### src/rtl/mux_pipe_pkg.sv
// mux_pipe_pkg: state encodings and select-width helper shared by the mux_pipe slice
package mux_pipe_pkg;
  typedef enum logic [1:0] {ST_EMPTY = 2'd0, ST_ONE = 2'd1, ST_TWO = 2'd2} state_t;
  function automatic int sel_w_for(input int n);
    return (n > 1) ? $clog2(n) : 1;
  endfunction
endpackage

### src/rtl/mux_sel.sv
// mux_sel: combinational N:1 line selector, zero data plus err flag when sel >= N
module mux_sel #(
  parameter int WIDTH = 32,
  parameter int N     = 8,
  parameter int SEL_W = 3
) (
  input  logic [SEL_W-1:0]   sel,
  input  logic [N*WIDTH-1:0] lines,
  output logic [WIDTH-1:0]   data,
  output logic               err
);
  logic [WIDTH-1:0] tbl [2**SEL_W];
  // Unused codes are padded with zero so an out-of-range select reads 0, never X/z.
  for (genvar i = 0; i < 2**SEL_W; i++) begin : g_tbl
    if (i < N) begin : g_line
      assign tbl[i] = lines[i*WIDTH +: WIDTH];
    end else begin : g_pad
      assign tbl[i] = '0;
    end
  end
  assign data = tbl[sel];
  assign err  = 32'(sel) >= N;
endmodule

### src/rtl/mux_pipe.sv
// mux_pipe: N:1 selector with registered valid/ready output and a 2-entry skid buffer
module mux_pipe
  import mux_pipe_pkg::*;
#(
  parameter int WIDTH = 32,
  parameter int N     = 8,
  parameter int SEL_W = 3
) (
  input  logic               clk,
  input  logic               rst,
  input  logic               in_valid,
  output logic               in_ready,
  input  logic [SEL_W-1:0]   sel,
  input  logic [N*WIDTH-1:0] lines,
  output logic               out_valid,
  input  logic               out_ready,
  output logic [WIDTH-1:0]   out_data,
  output logic               out_err
);
  if (N < 2 || N > 64 || SEL_W < sel_w_for(N)) begin : g_param_chk
    $error("mux_pipe: N must be 2..64 and 2**SEL_W >= N");
  end
  state_t           state, nxt;
  logic [WIDTH-1:0] new_data, skid_data;
  logic             new_err, skid_err;
  logic             acc, pop, ld_main, ld_skid;
  mux_sel #(.WIDTH(WIDTH), .N(N), .SEL_W(SEL_W)) u_sel (
    .sel  (sel),
    .lines(lines),
    .data (new_data),
    .err  (new_err)
  );
  assign acc = in_valid && in_ready;
  assign pop = out_valid && out_ready;
  always_comb begin
    nxt     = state;
    ld_main = 1'b0;
    ld_skid = 1'b0;
    unique case (state)
      ST_EMPTY: begin
        nxt     = acc ? ST_ONE : ST_EMPTY;
        ld_main = acc;
      end
      ST_ONE: begin
        nxt     = (acc && !pop) ? ST_TWO : ((!acc && pop) ? ST_EMPTY : ST_ONE);
        ld_main = acc && pop;
        ld_skid = acc && !pop;
      end
      ST_TWO: begin
        nxt     = pop ? ST_ONE : ST_TWO;
        ld_main = pop;
      end
      default: nxt = ST_EMPTY;
    endcase
  end
  always_ff @(posedge clk) begin
    if (rst) state <= ST_EMPTY;
    else     state <= nxt;
  end
  // Handshake flags are registered from the next state so no output is a combinational path.
  always_ff @(posedge clk) begin
    if (rst) begin
      out_valid <= 1'b0;
      in_ready  <= 1'b1;
      out_data  <= '0;
      out_err   <= 1'b0;
      skid_data <= '0;
      skid_err  <= 1'b0;
    end else begin
      out_valid <= nxt != ST_EMPTY;
      in_ready  <= nxt != ST_TWO;
      if (ld_main) begin
        out_data <= (state == ST_TWO) ? skid_data : new_data;
        out_err  <= (state == ST_TWO) ? skid_err : new_err;
      end
      if (ld_skid) begin
        skid_data <= new_data;
        skid_err  <= new_err;
      end
    end
  end
endmodule

### config.mk
export PLATFORM = sky130hd
export DESIGN_NAME = mux_pipe
export DESIGN_NICKNAME = d
export VERILOG_FILES = /design/src/rtl/mux_pipe_pkg.sv /design/src/rtl/mux_sel.sv /design/src/rtl/mux_pipe.sv
export SDC_FILE = /design/constraint.sdc
export NUM_CORES = 1
export LEC_CHECK = 0
export ABC_CLOCK_PERIOD_IN_PS = 3450
export CELL_PAD_IN_SITES_DETAIL_PLACEMENT = 0
export CELL_PAD_IN_SITES_GLOBAL_PLACEMENT = 2
export CORE_MARGIN = 3
export CORE_UTILIZATION = 25
export CTS_CLUSTER_DIAMETER = 30
export DETAILED_ROUTE_END_ITERATION = 6
export GPL_ROUTABILITY_DRIVEN = 1
export PLACE_DENSITY_LB_ADDON = 0.1
export SYNTH_ARGS = -nofsm -noshare
export SYNTH_HDL_FRONTEND = slang
export SYNTH_SLANG_ARGS = --single-unit
### constraint.sdc
create_clock -name clk -period 3.45 [get_ports clk]
set_input_delay 0.345 -clock clk [delete_from_list [all_inputs] [get_ports clk]]
set_output_delay 0.345 -clock clk [all_outputs]
set_load 0.005 [all_outputs]
==> run_results.csv, run 1 <==
group,metric,value,unit
run_status,outcome,"finished, final reports clean",
synth,postSynthAreaPerCell,12.8,um2
cells_and_area,n_antenna_cell,0,
synth,ys_seq_area_share,25.8,%
cells_and_area,fin_nets,944,
synth,synth_ff_type,"dfxtp_1",
cts,cts_tree,"yes",
sta,max_slew.worst_pin.slew,1.10,ns
critical_path,arrival,3.00,ns
global_routing,grt.total_usage,17.6,%
global_routing,grt_pass1_wl,30900,um
synth,synth_seq_cells,68,
critical_path,crit_slowest_cell,"nand3_2",
hold_path,holdPathStages,2,
placement,postPlaceCellArea,8390,um2
floorplanning,die-area,22900,um2
power_and_ir_drop,ir_worst_vdd,0.000227,V
critical_path,timing.rr.end,"out_data[30]",
synth,syn-instance-count,413,
synth,synth_edf_count,0,
floorplanning,initial_core_util,25.8,%
sta,relSlewSlack,26.7,%
drt,drc_errors,0,
synth,netlist_area,5280,um2
global_routing,grt_max_degree,37,
drt,dr.pass1.iters,4,
drt,first_iter_violations,218,
synth,yosysMostFrequentCell,"dfxtp_1",
critical_path,crit_buf_inv,1,
job,maxCapViolations,0,
synth,mappedNetlistNets,677,
synth,synth_top_area_share,27.3,%
cells_and_area,drive_gt1_share,23.1,%
placement,globalplace.congestion,0.750,
floorplanning,rows,52,
drt,ant_nets,0,
power_and_ir_drop,total_power,2910,uW
power_and_ir_drop,cellLeakagePower,0.00288,uW
global_routing,grt_pass1_vias,5347,
cts,insertion_delay,0.33,ns
sta,tns,0,ns
hold_path,hold_end,"skid_data[9]",
sta,finalMaxSlewViolations,0,
critical_path,critPathKind,"reg -> reg",
cells_and_area,area_delta_synth_final,65.2,%
critical_path,path_cells,"nand4bb_1, buf_4, nand3_2, o221ai_1",
global_routing,gr-total-overflow,0,
synth,synth_top_cells_by_count,"68 x dfxtp_1, 64 x mux4_2, 33 x nand2_1",
sta,finalCritPeriodShare,80.9,%
cts,cts_root_buf,"clkbuf_16",
critical_path,r2r_cells,4,
hold_path,holdCritPathClass,"reg -> reg",
floorplanning,die_h,151,um
critical_path,critPathMaxFanout,32,
cts,htreeDepth,3,
power_and_ir_drop,p_per_area,334,nW/um2
cells_and_area,fin_area,8720,um2
critical_path,crit_path_start_kind,"flop",
drt,drt-wirelength-per-cell,21.6,um
sta,final.min_clock_period,2.79,ns
cts,cts_buffers,9,
critical_path,cp_data_required_time,3.66,ns
synth,synth_top_area_cell,"mux4_2",
critical_path,cp_top_family,"simple AND/OR/NAND/NOR gates",
sta,final_hold_viol_count,0,
drt,drt_wl_total,20700,um
cells_and_area,fillers,1943,
cts,clk_pin_slew_worst_paths,0.06,ns
cts,clock_sinks,68,
placement,dp_hpwl,16200,um
critical_path,max_stage_delay,0.89,ns
cts,cts_hold_buf,0,
critical_path,r2r_slack,0.66,ns
critical_path,reg2reg_from,"state[1]",
floorplanning,coreArea,20500,um2
synth,yosys_warnings,0,
cts,clockBufferDepth,2,
drt,via_per_inst,5.05,
cts,cts_resized,0,
synth,ys_top_cells_by_area,"mux4_2 27%, dfxtp_1 26%, mux2i_4 12%",
cts,postCtsSetupRepairBufs,0,
floorplanning,ios,298,
sta,rsz0062_at_grt,"false",
synth,synth_cell_type_count,39,
drt,vias,4827,
hold_path,hold_start,"skid_data[9]",
critical_path,end_kind,"flop",
sta,setup_viol_count_final,0,
placement,io_buffers,296,
synth,async_reset_ff_share,0,%
sta,fmax,0.358,GHz
sta,fin_worst_skew,0.00584,ns
floorplanning,die_x,151,um
global_routing,antenna_found_initial,0,
## state kept, by name, summed over array words and instances, names as in the netlist
name       cells
state          2
out_valid      1
skid_data     32
out_data      32
in_ready       1
## how the worst max path moves through the flow
stage | depth (start not counted) | slack, ns | endpoint | startpoint
finish | 4 | 0.66 | out_data[30] | state[1]
global route | 4 | 0.48 | out_data[30] | state[1]
CTS | 4 | 0.65 | out_data[30] | state[1]
detailed placement | 6 | 0.37 | out_data[8] | in_valid
global placement | 6 | 0.46 | out_data[10] | in_valid
floorplan | 8 | 1.50 | out_data[30] | out_valid
## layer usage
layer / part of all wire [%] / global-route usage, % / up-vias
met5: 0 / 0 / -
met4: 1.3 / 3.90 / 0
met3: 7.0 / 4.70 / 17
met2: 52 / 30.4 / 172
met1: 40 / 22.1 / 2397
li1: - / - / 2241
## report_power, final
part | switching [uW] | total [uW] | internal [uW] | leakage [uW]
registers | 41.2 | 895 | 854 | 0.000555
clock network | 373 | 1010 | 638 | 0.000156
logic | 393 | 1000 | 610 | 0.00217
total | 807 | 2910 | 2100 | 0.00288
## layout make-up
type	count	area, um2	share of cell area, %
inverter	3	11.3	0.129
timing repair buffer	309	3060	35.1
clock inverter	7	98.8	1.13
multi-input combinational	289	3620	41.5
tap	270	338	3.87
sequential	68	1360	15.6
clock buffer	9	225	2.58
## cells by family (layout without fill, tap and decap cells)
family	Yosys count	in the layout	share of synthesized area (%)
other cells	1	1	0.0710
mux	96	96	40.0
compound gates	110	110	19.5
simple gates	81	81	8.63
buf+inv	56	328	5.78
fa+ha+maj	1	1	0.237
flops	68	68	25.8
## tightest hold or removal path, stage by stage (launching register included)
cell and delay (ns):
dfxtp_1 0.29, nand2b_1 0.08, o22ai_1 0.07
## cell usage in the layout (no fill, tap or decap), types with 2 or more instances in the layout
cell	synthesis	routed
a311o_1	22	22
and4b_1	2	2
buf_4	7	14
bufinv_16	0	2
clkbuf_16	0	9
clkdlybuf4s50_1	0	293
dfxtp_1	68	68
inv_1	2	2
inv_6	0	2
mux2i_1	4	4
mux2i_4	28	28
mux4_2	64	64
nand2_1	33	33
nand2b_1	23	23
nand4b_1	2	2
nor2b_1	11	11
o2111ai_1	10	10
o21ai_0	11	11
o21ai_1	9	9
o221ai_1	4	4
o221ai_2	28	28
o22ai_1	22	22
## per-stage QoR
step	setup slack [ns]	hold WS, ns	cells	util [%]
4_1_cts	0.649	0.503	955	42.5
3_3_place_gp	0.458	0.483	939	41.0
5_1_grt	0.479	0.531	955	42.5
6_report	0.660	0.498	955	42.5
3_5_place_dp	0.369	0.492	939	41.0
2_1_floorplan	1.50	0.470	413	-
No activity file was read; power rests on OpenSTA's default activity.
==> run 2: changes to the inputs <==
- ABC_CLOCK_PERIOD_IN_PS: 3450 -> 2300
- CORE_UTILIZATION: 25 -> 21
- clock period: 3.45 -> 2.3 ns (I/O delays scaled with it)
==> run 2 against run 1 <==
- clock skew is 0.0022 ns lower
- register-to-register slack got worse by 0.12 ns
- sequential power up 50%
- largest power group is now combinational cells
==> run_results.csv, run 2 (synthesis results as in run 1) <==
group,metric,value,unit
critical_path,critPathKind,"in -> reg",
placement,globalplace.congestion,0.763,
drt,ant_nets,0,
power_and_ir_drop,p_clk_share,33.9,%
power_and_ir_drop,p_per_area,491,nW/um2
global_routing,gr-total-overflow,0,
cts,clock_sinks,68,
critical_path,max_stage_delay,0.45,ns
sta,fmax,0.558,GHz
critical_path,r2r_cells,7,
floorplanning,die_x,165,um
hold_path,holdCritPathClass,"in -> reg",
sta,rsz0062_at_grt,"false",
critical_path,crit_buf_inv,3,
cells_and_area,top_regs,"out_data (32), skid_data (32), state (2)",
critical_path,path_cells,"clkdlybuf4s50_1, and2_1, ha_1, nand3b_4, buf_4, nand3_2, buf_4, o221ai_2",
cts,clk_pin_slew_worst_paths,0.06,ns
hold_path,hold_end,"skid_data[31]",
power_and_ir_drop,power_frac_seq,30.6,%
cells_and_area,fillers,2416,
cells_and_area,area_delta_synth_final,69.4,%
critical_path,path_common_cell,"buf_4",
critical_path,arrival,2.05,ns
power_and_ir_drop,combPwrFrac,35.6,%
global_routing,grt_max_degree,39,
placement,dp_cells,1005,
run_status,outcome,"finished, final reports clean",
cells_and_area,mostFrequentLayoutCell,"clkdlybuf4s50_1",
floorplanning,coreArea,24500,um2
sta,tns,0,ns
critical_path,r2r_slack,0.54,ns
cts,cts_buffers,9,
global_routing,grt_pass1_vias,5376,
power_and_ir_drop,internal-power,3180,uW
power_and_ir_drop,ir_worst_vdd,0.000360,V
sta,finalCritPeriodShare,77.9,%
drt,drt-wirelength-per-cell,21.1,um
floorplanning,initial_core_util,21.5,%
cells_and_area,multiInputGateArea,3630,um2
hold_path,holdPathStages,3,
placement,io_buffers,296,
power_and_ir_drop,switching_power,1210,uW
floorplanning,die-area,27100,um2
critical_path,cp_data_required_time,2.55,ns
cells_and_area,layout_common_cells,"293 x clkdlybuf4s50_1, 68 x dfxtp_1, 64 x mux4_2",
drt,drt_wl_total,21600,um
hold_path,hold_start,"sel[1]",
cts,insertion_delay,0.33,ns
cells_and_area,final_cells,1023,
critical_path,timing.rr.end,"out_data[19]",
critical_path,reg2reg_from,"in_ready",
drt,drc_errors,0,
cts,cts_root_buf,"clkbuf_16",
cells_and_area,fin_nets,956,
global_routing,grt_pass1_wl,32400,um
drt,vias,4890,
sta,setup_viol_count_final,0,
floorplanning,ios,298,
sta,final_hold_viol_count,0,
cts,cts_tree,"yes",
cts,cts_resized,0,
power_and_ir_drop,sw_frac_of_total,27.6,%
critical_path,crit_slowest_cell,"clkdlybuf4s50_1",
cts,htreeDepth,3,
floorplanning,die_h,165,um
cts,clockBufferDepth,2,
power_and_ir_drop,cellLeakagePower,0.00295,uW
global_routing,grt.total_usage,15.6,%
job,maxCapViolations,0,
sta,fin_worst_skew,0.00363,ns
drt,via_per_inst,4.78,
sta,final.min_clock_period,1.79,ns
cells_and_area,drive_gt1_share,24.4,%
critical_path,crit_path_start_kind,"input port",
critical_path,end_kind,"flop",
placement,dp_hpwl,17300,um
critical_path,cp_top_family,"buffers and inverters",
cells_and_area,regArea,1360,um2
drt,first_iter_violations,151,
global_routing,antenna_found_initial,2,
sta,finalMaxSlewViolations,0,
cts,postCtsSetupRepairBufs,0,
drt,dr.pass1.iters,6,
cts,cts_hold_buf,0,
floorplanning,rows,57,
critical_path,critPathMaxFanout,23,
[run 2: cell count changes in the layout (fill, tap and decap cells not counted)]
cell        before  now
buf_12           1    6
buf_4           14   21
clkbuf_1         0    1
clkinvlp_4       1    2
diode_2          0    2
inv_6            2    0
nand3_1          1    0
nand3_2          1    2
[run 2: area by class of cell]
type | count | share of cell area (%)
multi-input cells | 289 | 40.5
repair buffers | 321 | 36.0
flip-flops and latches | 68 | 15.2
well taps | 324 | 4.53
clock buffers | 10 | 2.56
clock inverters | 6 | 0.993
inverters | 3 | 0.126
diodes | 2 | 0.0560
[run 2: per-stage QoR]
| step | area, um2 | power, uW | utilization, % | worst slack [ns] | hold slack (ns) |
|---|---|---|---|---|---|
| global route | 8940 | 4620 | 36.4 | 0.417 | 0.390 |
| CTS | 8940 | 4470 | 36.4 | 0.516 | 0.348 |
| finish | 8940 | 4390 | 36.4 | 0.509 | 0.351 |
| floorplan | 5280 | 2130 | - | 0.354 | 0.468 |
| detailed placement | 8620 | 2950 | 35.1 | 0.170 | 0.494 |
| global placement | 8620 | 2940 | 35.1 | 0.201 | 0.486 |
[run 2: worst min-delay path, delay by kind of cell]
kind	cells	cell delay [ns]
buffers and inverters	1	0.19
muxes	1	0.11
AOI/OAI and AO/OA	1	0.11
[run 2: worst max-delay path by stage]
stage                          from           end  slack [ns]  depth (start not counted)
after floorplan           out_valid  out_data[30]        0.35                          8
after global placement     in_valid  out_data[17]        0.20                          8
after detailed placement   in_valid  out_data[19]        0.17                          8
after CTS                  in_valid  out_data[19]        0.52                          8
after global routing       in_valid  out_data[24]        0.42                          8
final                      in_valid  out_data[19]        0.51                          8
[run 2: layer usage]
| layer | GRT usage [%] | share of wire (%) | wire [um] |
|---|---|---|---|
| met1 | 19.9 | 42 | 9060 |
| met2 | 26.6 | 50 | 10800 |
| met3 | 3.74 | 6.5 | 1410 |
| met4 | 4.16 | 1.2 | 257 |
| met5 | 0 | 0 | 0 |
[run 2: power by group through the flow]
stage               sequential (uW)  combinational, uW  clock [uW]
floorplan                      1350                779           0
global placement               1370               1570           0
detailed placement             1370               1590           0
CTS                            1340               1590        1540
global route                   1350               1670        1590
finish                         1340               1560        1490
==> run 3: changes to the inputs <==
- ABC_CLOCK_PERIOD_IN_PS: 2300 -> 1400
- clock period: 2.3 -> 1.4 ns (I/O delays scaled with it)
==> run 3 against run 2 <==
- global-route usage rose by 0.31 points
- critical path type unchanged
- largest power group unchanged
- utilization rose by 2.2 points
- final cell count rose by 4.0%
- routed wire length rose by 4.2%
- the flow now finishes with violations (negative setup slack)
==> run_results.csv, run 3 (synthesis results as in run 1) <==
group,metric,value,unit
critical_path,critPathMaxFanout,10,
cts,cts_tree,"yes",
power_and_ir_drop,total_power,7270,uW
sta,setup_slack,-0.111,ns
critical_path,timing.rr.end,"out_data[2]",
placement,dp_hpwl,18300,um
global_routing,grt_pass1_wl,32900,um
drt,top_layer_used,"met4",
sta,final.min_clock_period,1.51,ns
critical_path,cp_data_required_time,1.66,ns
cells_and_area,multiInputGateArea,3730,um2
hold_path,holdPathStages,3,
sta,setup_viol_count_final,32,
floorplanning,rows,57,
drt,ant_nets,0,
cells_and_area,area_delta_synth_final,79.5,%
floorplanning,initial_core_util,21.5,%
placement,place_ws,-0.465,ns
critical_path,critPathKind,"in -> reg",
floorplanning,die_h,165,um
placement,io_buffers,296,
cells_and_area,layout_common_cells,"278 x clkdlybuf4s50_1, 64 x mux4_2, 62 x dfxtp_1",
critical_path,arrival,1.77,ns
job,maxCapViolations,0,
floorplanning,ios,298,
power_and_ir_drop,p_per_area,768,nW/um2
drt,met1_length,9230,um
floorplanning,die_x,165,um
cells_and_area,regArea,1370,um2
drt,drt-wirelength-per-cell,21.1,um
global_routing,gr-total-overflow,0,
critical_path,path_cells,"clkdlybuf4s50_1, nand2_4, inv_4, ha_4, nand3b_4, a211o_4, clkbuf_16, o221ai_2",
cts,htreeDepth,3,
cells_and_area,fin_nets,999,
power_and_ir_drop,sw_frac_of_total,28.4,%
cells_and_area,top_regs,"out_data (32), skid_data (32), state (2)",
sta,fin_worst_skew,0.00723,ns
critical_path,r2r_slack,-0.11,ns
floorplanning,die-area,27100,um2
sta,tns,-2.90,ns
cells_and_area,fillers,2434,
global_routing,grt_pass1_vias,5514,
global_routing,grt_max_degree,40,
global_routing,antenna_found_initial,0,
placement,globalplace.congestion,0.749,
placement,dp_cells,1044,
sta,finalCritPeriodShare,108,%
critical_path,r2r_cells,6,
cts,insertion_delay,0.34,ns
power_and_ir_drop,power_frac_seq,30.3,%
power_and_ir_drop,ir_worst_vdd,0.000571,V
drt,vias,5060,
critical_path,max_stage_delay,0.53,ns
floorplanning,coreArea,24500,um2
critical_path,crit_slowest_cell,"clkdlybuf4s50_1",
hold_path,hold_start,"sel[1]",
power_and_ir_drop,switching_power,2070,uW
cells_and_area,mostFrequentLayoutCell,"clkdlybuf4s50_1",
sta,final_hold_viol_count,0,
cells_and_area,drive_gt1_share,31.2,%
drt,drt_wl_total,22500,um
sta,finalMaxSlewViolations,0,
cts,clock_sinks,68,
cts,cts_buffers,9,
power_and_ir_drop,combPwrFrac,38.5,%
run_status,failed_checks,"negative setup slack",
cts,cts_root_buf,"clkbuf_16",
run_status,outcome,"finished, violations left",
cells_and_area,final_cells,1064,
hold_path,hold_end,"skid_data[13]",
cts,clockBufferDepth,2,
cts,clk_pin_slew_worst_paths,0.06,ns
sta,rsz0062_at_grt,"true",
power_and_ir_drop,internal-power,5200,uW
drt,dr.pass1.iters,5,
global_routing,grt.total_usage,15.9,%
power_and_ir_drop,p_clk_share,31.2,%
cells_and_area,n_antenna_cell,0,
drt,route.met3.wl,1650,um
drt,route.met2.wl,11400,um
drt,drc_errors,0,
sta,hold_ws,0.315,ns
critical_path,crit_path_start_kind,"input port",
critical_path,reg2reg_from,"in_ready",
drt,via_per_inst,4.76,
critical_path,end_kind,"flop",
drt,first_iter_violations,225,
hold_path,holdCritPathClass,"in -> reg",
cts,cts_hold_buf,0,
power_and_ir_drop,cellLeakagePower,0.00331,uW
sta,fmax,0.662,GHz
[run 3: changes by cell type in the layout (fill, tap and decap cells not counted), moves of 2 or more]
cell / previous run / this run
dlygate4sd2_1: 0 / 10
buf_12: 6 / 13
dfxtp_1: 68 / 62
dfxtp_2: 0 / 6
o221ai_2: 28 / 32
buf_4: 21 / 48
clkdlybuf4s50_1: 293 / 278
dlymetal6s2s_1: 0 / 5
o221ai_1: 4 / 0
buf_6: 0 / 7
diode_2: 2 / 0
[run 3: worst max-delay path, delay by kind of cell]
kind            cells  cell delay [ns]
compound gates      2             0.53
fa+ha+maj           1             0.15
buf+inv             3             0.78
simple gates        2             0.17
[run 3: how the worst max path moves through the flow]
stage | depth (start not counted) | to | startpoint | slack [ns]
after CTS | 6 | out_data[9] | in_ready | -0.13
after floorplan | 8 | out_data[0] | out_valid | -0.17
final | 8 | out_data[2] | out_ready | -0.11
after global routing | 6 | out_data[31] | in_ready | -0.17
after detailed placement | 7 | out_data[23] | in_valid | -0.47
after global placement | 7 | out_data[21] | in_valid | -0.44
[run 3: layout make-up]
| cell class | count | share of cell area, % |
|---|---|---|
| clock buffers | 10 | 2.42 |
| inverters | 3 | 0.145 |
| clock inverters | 6 | 0.673 |
| repair buffers | 364 | 38.7 |
| flip-flops and latches | 68 | 14.4 |
| multi-input cells | 289 | 39.3 |
| well taps | 324 | 4.28 |
[run 3: timing repair]
item	CTS	global route
resized for setup	21	18
gates cloned	0	2
endpoints found under the hold margin	0	0
endpoints found under the setup margin	51	70
buffers inserted	0	2
pin swaps	1	4
[run 3: metrics by stage]
| stage | util [%] | cell area [um2] |
|---|---|---|
| CTS | 38.2 | 9360 |
| global route | 38.6 | 9480 |
| global placement | 36.8 | 9040 |
| finish | 38.6 | 9480 |
| floorplan | - | 5340 |
| detailed placement | 36.8 | 9040 |
[run 3: power groups by stage]
stage                     Combinational (uW)  Clock, uW  Sequential (uW)
after floorplan                         1310          0             2220
after global placement                  2750          0             2250
after detailed placement                2780          0             2250
after CTS                               2790       2320             2210
after global routing                    2980       2390             2220
final                                   2800       2270             2210
[run 3: layer usage]
metal  vias up  GRT usage (%)
met4         0           2.97
met1      2485           19.7
met2       204           27.8
met3        13           4.67
met5         -              0
li1       2358              -
